## src/rtl/wb_port_arbiter.sv

```systemverilog
// Shares one scoreboard writeback port among NR_REQ functional units. Each unit
// gets a one-entry hold buffer, and the buffers drain onto the port in round-robin order.
package wb_port_arbiter_pkg;
  typedef struct packed {
    logic [63:0] cause;
    logic [63:0] tval;
    logic        valid;
  } exception_t;
endpackage

module wb_port_arbiter
  import wb_port_arbiter_pkg::*;
#(
  parameter int unsigned NR_REQ = 3,
  parameter int unsigned XLEN   = 64,
  parameter int unsigned TID_W  = 3,
  parameter int unsigned CNT_W  = 16,
  localparam int unsigned PTR_W = $clog2(NR_REQ)
) (
  input  logic                      clk_i,
  input  logic                      rst_ni,
  input  logic                      flush_i,
  input  logic [NR_REQ-1:0]         req_valid_i,
  output logic [NR_REQ-1:0]         req_ready_o,
  input  logic [NR_REQ*XLEN-1:0]    req_result_i,
  input  logic [NR_REQ*TID_W-1:0]   req_trans_id_i,
  input  exception_t [NR_REQ-1:0]   req_exception_i,
  output logic                      wb_valid_o,
  input  logic                      wb_ready_i,
  output logic [XLEN-1:0]           wb_result_o,
  output logic [TID_W-1:0]          wb_trans_id_o,
  output exception_t                wb_exception_o,
  output logic [NR_REQ-1:0]         wb_grant_o,
  output logic [CNT_W-1:0]          conflict_cnt_o,
  output logic [NR_REQ-1:0]         dbg_state_o,
  output logic [PTR_W-1:0]          dbg_rr_ptr_o
);

  // Handshake: a transfer happens on every edge where valid and ready are both
  // high; a valid payload holds stable until taken, and ready never depends on valid.

  typedef enum logic {
    BUF_EMPTY = 1'b0,
    BUF_FULL  = 1'b1
  } buf_state_e;

  buf_state_e        state_q [NR_REQ];
  buf_state_e        state_d [NR_REQ];
  logic [XLEN-1:0]   result_q [NR_REQ];
  logic [TID_W-1:0]  tid_q [NR_REQ];
  exception_t        exc_q [NR_REQ];

  logic [NR_REQ-1:0] full;
  logic [NR_REQ-1:0] accept;
  logic [NR_REQ-1:0] pop;
  logic              any_full;
  logic              conflict;
  logic              handshake;
  logic [PTR_W-1:0]  rr_ptr_q;
  logic [PTR_W-1:0]  grant_idx;
  logic              lock_q;
  logic [PTR_W-1:0]  lock_idx_q;
  logic [CNT_W-1:0]  cnt_q;

  always_comb begin
    for (int unsigned i = 0; i < NR_REQ; i++) begin
      full[i] = (state_q[i] == BUF_FULL);
    end
  end

  assign any_full = |full;
  // x & (x-1) is non-zero exactly when at least two bits are set
  assign conflict = |(full & (full - NR_REQ'(1)));

  // Search upward from rr_ptr; a stalled presentation stays locked so a late fill cannot preempt it.
  always_comb begin
    logic             found;
    int unsigned      j;
    logic [PTR_W-1:0] jj;
    found     = 1'b0;
    j         = 0;
    jj        = '0;
    grant_idx = '0;
    for (int unsigned k = 0; k < NR_REQ; k++) begin
      j = 32'(rr_ptr_q) + k;
      if (j >= NR_REQ) j = j - NR_REQ;
      jj = PTR_W'(j);
      if (!found && full[jj]) begin
        grant_idx = jj;
        found     = 1'b1;
      end
    end
    if (lock_q) grant_idx = lock_idx_q;
  end

  always_comb begin
    wb_grant_o = '0;
    if (any_full) wb_grant_o[grant_idx] = 1'b1;
  end

  assign handshake   = any_full & wb_ready_i & ~flush_i;
  assign pop         = wb_grant_o & {NR_REQ{handshake}};
  assign req_ready_o = {NR_REQ{~flush_i}} & (~full | (wb_grant_o & {NR_REQ{wb_ready_i}}));
  assign accept      = req_valid_i & req_ready_o;

  always_comb begin
    for (int unsigned i = 0; i < NR_REQ; i++) begin
      state_d[i] = state_q[i];
      if (flush_i)        state_d[i] = BUF_EMPTY;
      else if (accept[i]) state_d[i] = BUF_FULL;
      else if (pop[i])    state_d[i] = BUF_EMPTY;
    end
  end

  always_ff @(posedge clk_i or negedge rst_ni) begin
    if (!rst_ni) begin
      for (int unsigned i = 0; i < NR_REQ; i++) state_q[i] <= BUF_EMPTY;
    end else begin
      for (int unsigned i = 0; i < NR_REQ; i++) state_q[i] <= state_d[i];
    end
  end

  always_ff @(posedge clk_i or negedge rst_ni) begin
    if (!rst_ni) begin
      for (int unsigned i = 0; i < NR_REQ; i++) begin
        result_q[i] <= '0;
        tid_q[i]    <= '0;
        exc_q[i]    <= '0;
      end
    end else begin
      for (int unsigned i = 0; i < NR_REQ; i++) begin
        if (accept[i]) begin
          result_q[i] <= req_result_i[i*XLEN +: XLEN];
          tid_q[i]    <= req_trans_id_i[i*TID_W +: TID_W];
          exc_q[i]    <= req_exception_i[i];
        end
      end
    end
  end

  always_ff @(posedge clk_i or negedge rst_ni) begin
    if (!rst_ni) begin
      rr_ptr_q   <= '0;
      lock_q     <= 1'b0;
      lock_idx_q <= '0;
      cnt_q      <= '0;
    end else begin
      if (handshake) begin
        rr_ptr_q <= (grant_idx == PTR_W'(NR_REQ - 1)) ? '0 : grant_idx + PTR_W'(1);
      end
      lock_q     <= any_full & ~wb_ready_i & ~flush_i;
      lock_idx_q <= grant_idx;
      if (conflict && !flush_i && (cnt_q != '1)) cnt_q <= cnt_q + CNT_W'(1);
    end
  end

  assign wb_valid_o     = any_full;
  assign wb_result_o    = any_full ? result_q[grant_idx] : '0;
  assign wb_trans_id_o  = any_full ? tid_q[grant_idx] : '0;
  assign wb_exception_o = any_full ? exc_q[grant_idx] : '0;
  assign conflict_cnt_o = cnt_q;
  assign dbg_state_o    = full;
  assign dbg_rr_ptr_o   = rr_ptr_q;

endmodule

```

## config.mk

```make
export PLATFORM = sky130hd
export DESIGN_NAME = wb_port_arbiter
export DESIGN_NICKNAME = d
export VERILOG_FILES = /design/src/rtl/wb_port_arbiter.sv
export SDC_FILE = /design/constraint.sdc
export NUM_CORES = 1
export LEC_CHECK = 0
export ABC_CLOCK_PERIOD_IN_PS = 3710
export CAP_MARGIN = 20
export CORE_AREA = 2 2 323 325
export CTS_CLUSTER_DIAMETER = 200
export DETAILED_ROUTE_END_ITERATION = 16
export DIE_AREA = 0 0 325 327
export HOLD_SLACK_MARGIN = 0.05
export PLACE_DENSITY_LB_ADDON = 0.1
export SYNTH_ARGS = -nofsm -noshare
export SYNTH_HDL_FRONTEND = slang
export SYNTH_SLANG_ARGS = --single-unit
```

## constraint.sdc

```tcl
create_clock -name clk_i -period 3.71 [get_ports clk_i]
set_input_delay 0.9275 -clock clk_i [delete_from_list [all_inputs] [get_ports clk_i]]
set_output_delay 0.9275 -clock clk_i [all_outputs]
set_load 0.005 [all_outputs]
```

==> out/qor.yml <==
status:
  status: "finished, violations left"
  violations: "negative setup slack"
placement:
  routabilityCongestion: 0.821
  io_buffers: 818
  place_hpwl_mm: 89.6
synth:
  synth_top_area_share_pct: 53.3
  ys_ff_latch: 612
  synth_commonest_cells: "nand2_1, dfrtp_1, o22ai_1"
  synthCells: 2967
  ys.flop_type: "dfrtp_1"
  synth.area.top_cells: "dfrtp_1, nand2_1, o22ai_1, mux2_2, mux2i_1"
  async_reset_ff_share_pct: 100
  yosysMostFrequentCell: "nand2_1"
  syn_nets: 3567
  yosysTopAreaCell: "dfrtp_1"
  synth_edf_count: 0
  syn_area_per_cell_um2: 9.68
  yosysWarnings: 0
  synthDistinctLibCells: 44
  seq_area_frac_synth_pct: 53.3
  syn_area_um2: 28700
detailed_routing:
  first_pass_iters: 5
  routed_via_density: 5.15
  drc: 0
  highest_layer: "met5"
  vias: 28100
  wl_met2_mm: 71.6
  drtIter0Drc: 1763
  routed-wl-met3_mm: 10.3
  routedWlPerCell_um: 27.3
  routed_wl_mm: 148
  antenna_left: 0
  wl_met1_mm: 60.5
power:
  p_int_uw: 24000
  powerDensity_nw_per_um2: 795
  vdd_drop_max_mv: 0.394
  p_clk_share_pct: 20.4
  finalPower_uw: 37700
  seq_power_share_pct: 27.0
  leakagePower_uw: 0.0208
  power.switching_uw: 13800
  p_comb_share_pct: 52.5
  p_sw_share_pct: 36.5
worst_hold_path:
  hold_path_class: "in -> async"
worst_setup_path:
  endpoint_kind: "output port"
  rr_startpoint: "dbg_rr_ptr_o[1]"
  critical_path.endpoint: "wb_result_o[58]"
  crit_path_start_kind: "flip-flop"
  reg2reg_setup_slack_ns: 0.34
  path_class: "reg -> out"
  cp.required_ns: 2.78
  cp.arrival_ns: 3.15
  worstPathMaxFanout: 6
  crit_path_start: "dbg_rr_ptr_o[1]"
  r2r_end: "exc_q[156]"
  r2r_cells: 13
timing:
  slew_viol_final: 0
  hold_violations: 0
  tns_ns: -49.35
  setup_ws_ns: -0.368
  setup-violations-final: 201
  tightest_slew_ns: 0.911
  rsz0062_at_grt: "yes"
  fmax_ghz: 0.245
  fin_crit_sh_pct: 110
  slew_headroom_pct: 39.3
  period_needed_ns: 4.08
  fin_skew_ns: 0.0179
clock_tree:
  root_buffer: "clkbuf_16"
  cts_buffer_depth: 3
  htree_levels: 3
  clk_latency_ns: 0.66
  path_clk_slew_ns: 0.06
  cts_tree: "done"
  cts.sinks: 612
  numCtsBuffers: 77
  cts_hold_buf: 0
grt:
  grt_remaining_overflow: 0
  antenna_found_initial: 60
  grt_max_degree: 147
  grt.total_usage_pct: 26.6
  grt_pass1_wl_mm: 208
  grt_pass1_vias: 28800
floorplan:
  die_y_um: 327
  die_area_um2: 106000
  initial_utilization_pct: 27.9
  core_area_um2: 103000
  ios: 819
  die_w_um: 325
  row_count: 118
layout:
  drive_gt1_share_pct: 29.6
  fillCellCount: 9846
  syn2layout_area_growth_pct: 65.1
  final_nets: 4566
job:
  drv_cap: 0
-- critical path, cell delays in order, from the launching register on --
cell and delay, ns:
dfrtp_2 0.45, ha_4 0.18, mux2i_2 0.14, o211a_1 0.25, a32oi_4 0.32, buf_12 0.20, buf_16 0.16, buf_12 0.13
buf_12 0.12, buf_12 0.10, mux2i_4 0.23, o22ai_2 0.10, buf_2 0.13
-- cell usage in the layout (no fill, tap or decap), drive strengths merged, types with 2 or more instances in the layout --
cell type	n
nand2b	4
xor2	2
o22ai	588
ha	5
a21oi	2
nor2b	2
a31oi	5
dfrtp	612
o31ai	2
nor2	9
nor3	4
o21ba	2
clkbuf	140
diode	42
bufinv	4
and2	2
nor4	3
nand3	9
buf	566
mux2	197
clkdlybuf4s50	613
clkinv	8
nand4	3
xnor2	11
mux2i	199
clkdlybuf4s15	2
nand2	996
o21ai	3
inv	12
-- routing by layer --
layer / global-route usage [%] / up-vias
met5: 0 / -
met4: 10.1 / 40
met3: 7.16 / 281
met2: 44.1 / 1030
met1: 33.1 / 14200
li1: - / 12500
-- power groups by stage --
| stage | clock network (uW) | logic [uW] | registers [uW] |
|---|---|---|---|
| 2_1_floorplan | 0 | 6000 | 9490 |
| 3_3_place_gp | 0 | 12800 | 9990 |
| 3_5_place_dp | 0 | 12800 | 9970 |
| 4_1_cts | 7870 | 17900 | 10000 |
| 5_1_grt | 8130 | 20800 | 10400 |
| 6_report | 7710 | 19800 | 10200 |
-- area by class of cell --
| type | count | area [um2] | area share [%] |
|---|---|---|---|
| Multi-Input combinational cell | 2064 | 14800 | 31.2 |
| Tap cell | 1380 | 1730 | 3.64 |
| Clock buffer | 121 | 2330 | 4.90 |
| Inverter | 11 | 80.1 | 0.169 |
| Clock inverter | 13 | 199 | 0.419 |
| Sequential cell | 612 | 15300 | 32.3 |
| Timing Repair Buffer | 1200 | 12900 | 27.1 |
| Antenna cell | 42 | 105 | 0.222 |
-- logic make-up (layout without fill, tap and decap cells) --
family          after synthesis  in the layout  synth area share (%)
other cells                   0             42                     0
flops                       612            612                  53.3
compound gates              610            610                  13.4
xor+xnor                     13             13                 0.396
simple gates               1038           1039                  13.9
mux                         396            396                  14.7
buf+inv                     292           1345                  4.12
fa+ha+maj                     6              6                 0.253
-- repair_timing --
action,CTS,global route
buffers inserted,154,51
setup endpoints to repair,203,203
cloned,40,13
pin swaps,114,102
gates resized for setup,1180,304
-- registers in the layout, summed over array words and instances, names as in the netlist --
| name | cells |
|---|---|
| exc_q | 387 |
| result_q | 192 |
| conflict_cnt_o | 16 |
| tid_q | 9 |
| dbg_state_o | 3 |
| dbg_rr_ptr_o | 2 |
| lock_idx_q | 2 |
| lock_q | 1 |
-- worst min-delay path by stage --
stage | from | end | slack [ns] | cells past startpoint
floorplan | result_q[43] | result_q[43] | 0.48 | 1
global placement | result_q[54] | result_q[54] | 0.49 | 1
detailed placement | exc_q[107] | exc_q[107] | 0.49 | 1
CTS | rst_ni | result_q[146] | 0.29 | 1
global route | rst_ni | result_q[12] | 0.28 | 1
finish | rst_ni | result_q[146] | 0.26 | 1
-- stage by stage --
stage          worst slack, ns  hold slack (ns)  area (um2)  instances  util, %
2_1_floorplan            0.353            0.479       28700       2967        -
3_3_place_gp            -0.193            0.488       39600       5046     38.5
5_1_grt                 -0.498            0.284       47400       5437     46.1
6_report                -0.368            0.256       47400       5443     46.1
4_1_cts                 -0.460            0.288       45700       5368     44.4
3_5_place_dp            -0.163            0.492       39600       5046     38.5
Power figures use the tool's default switching activity.
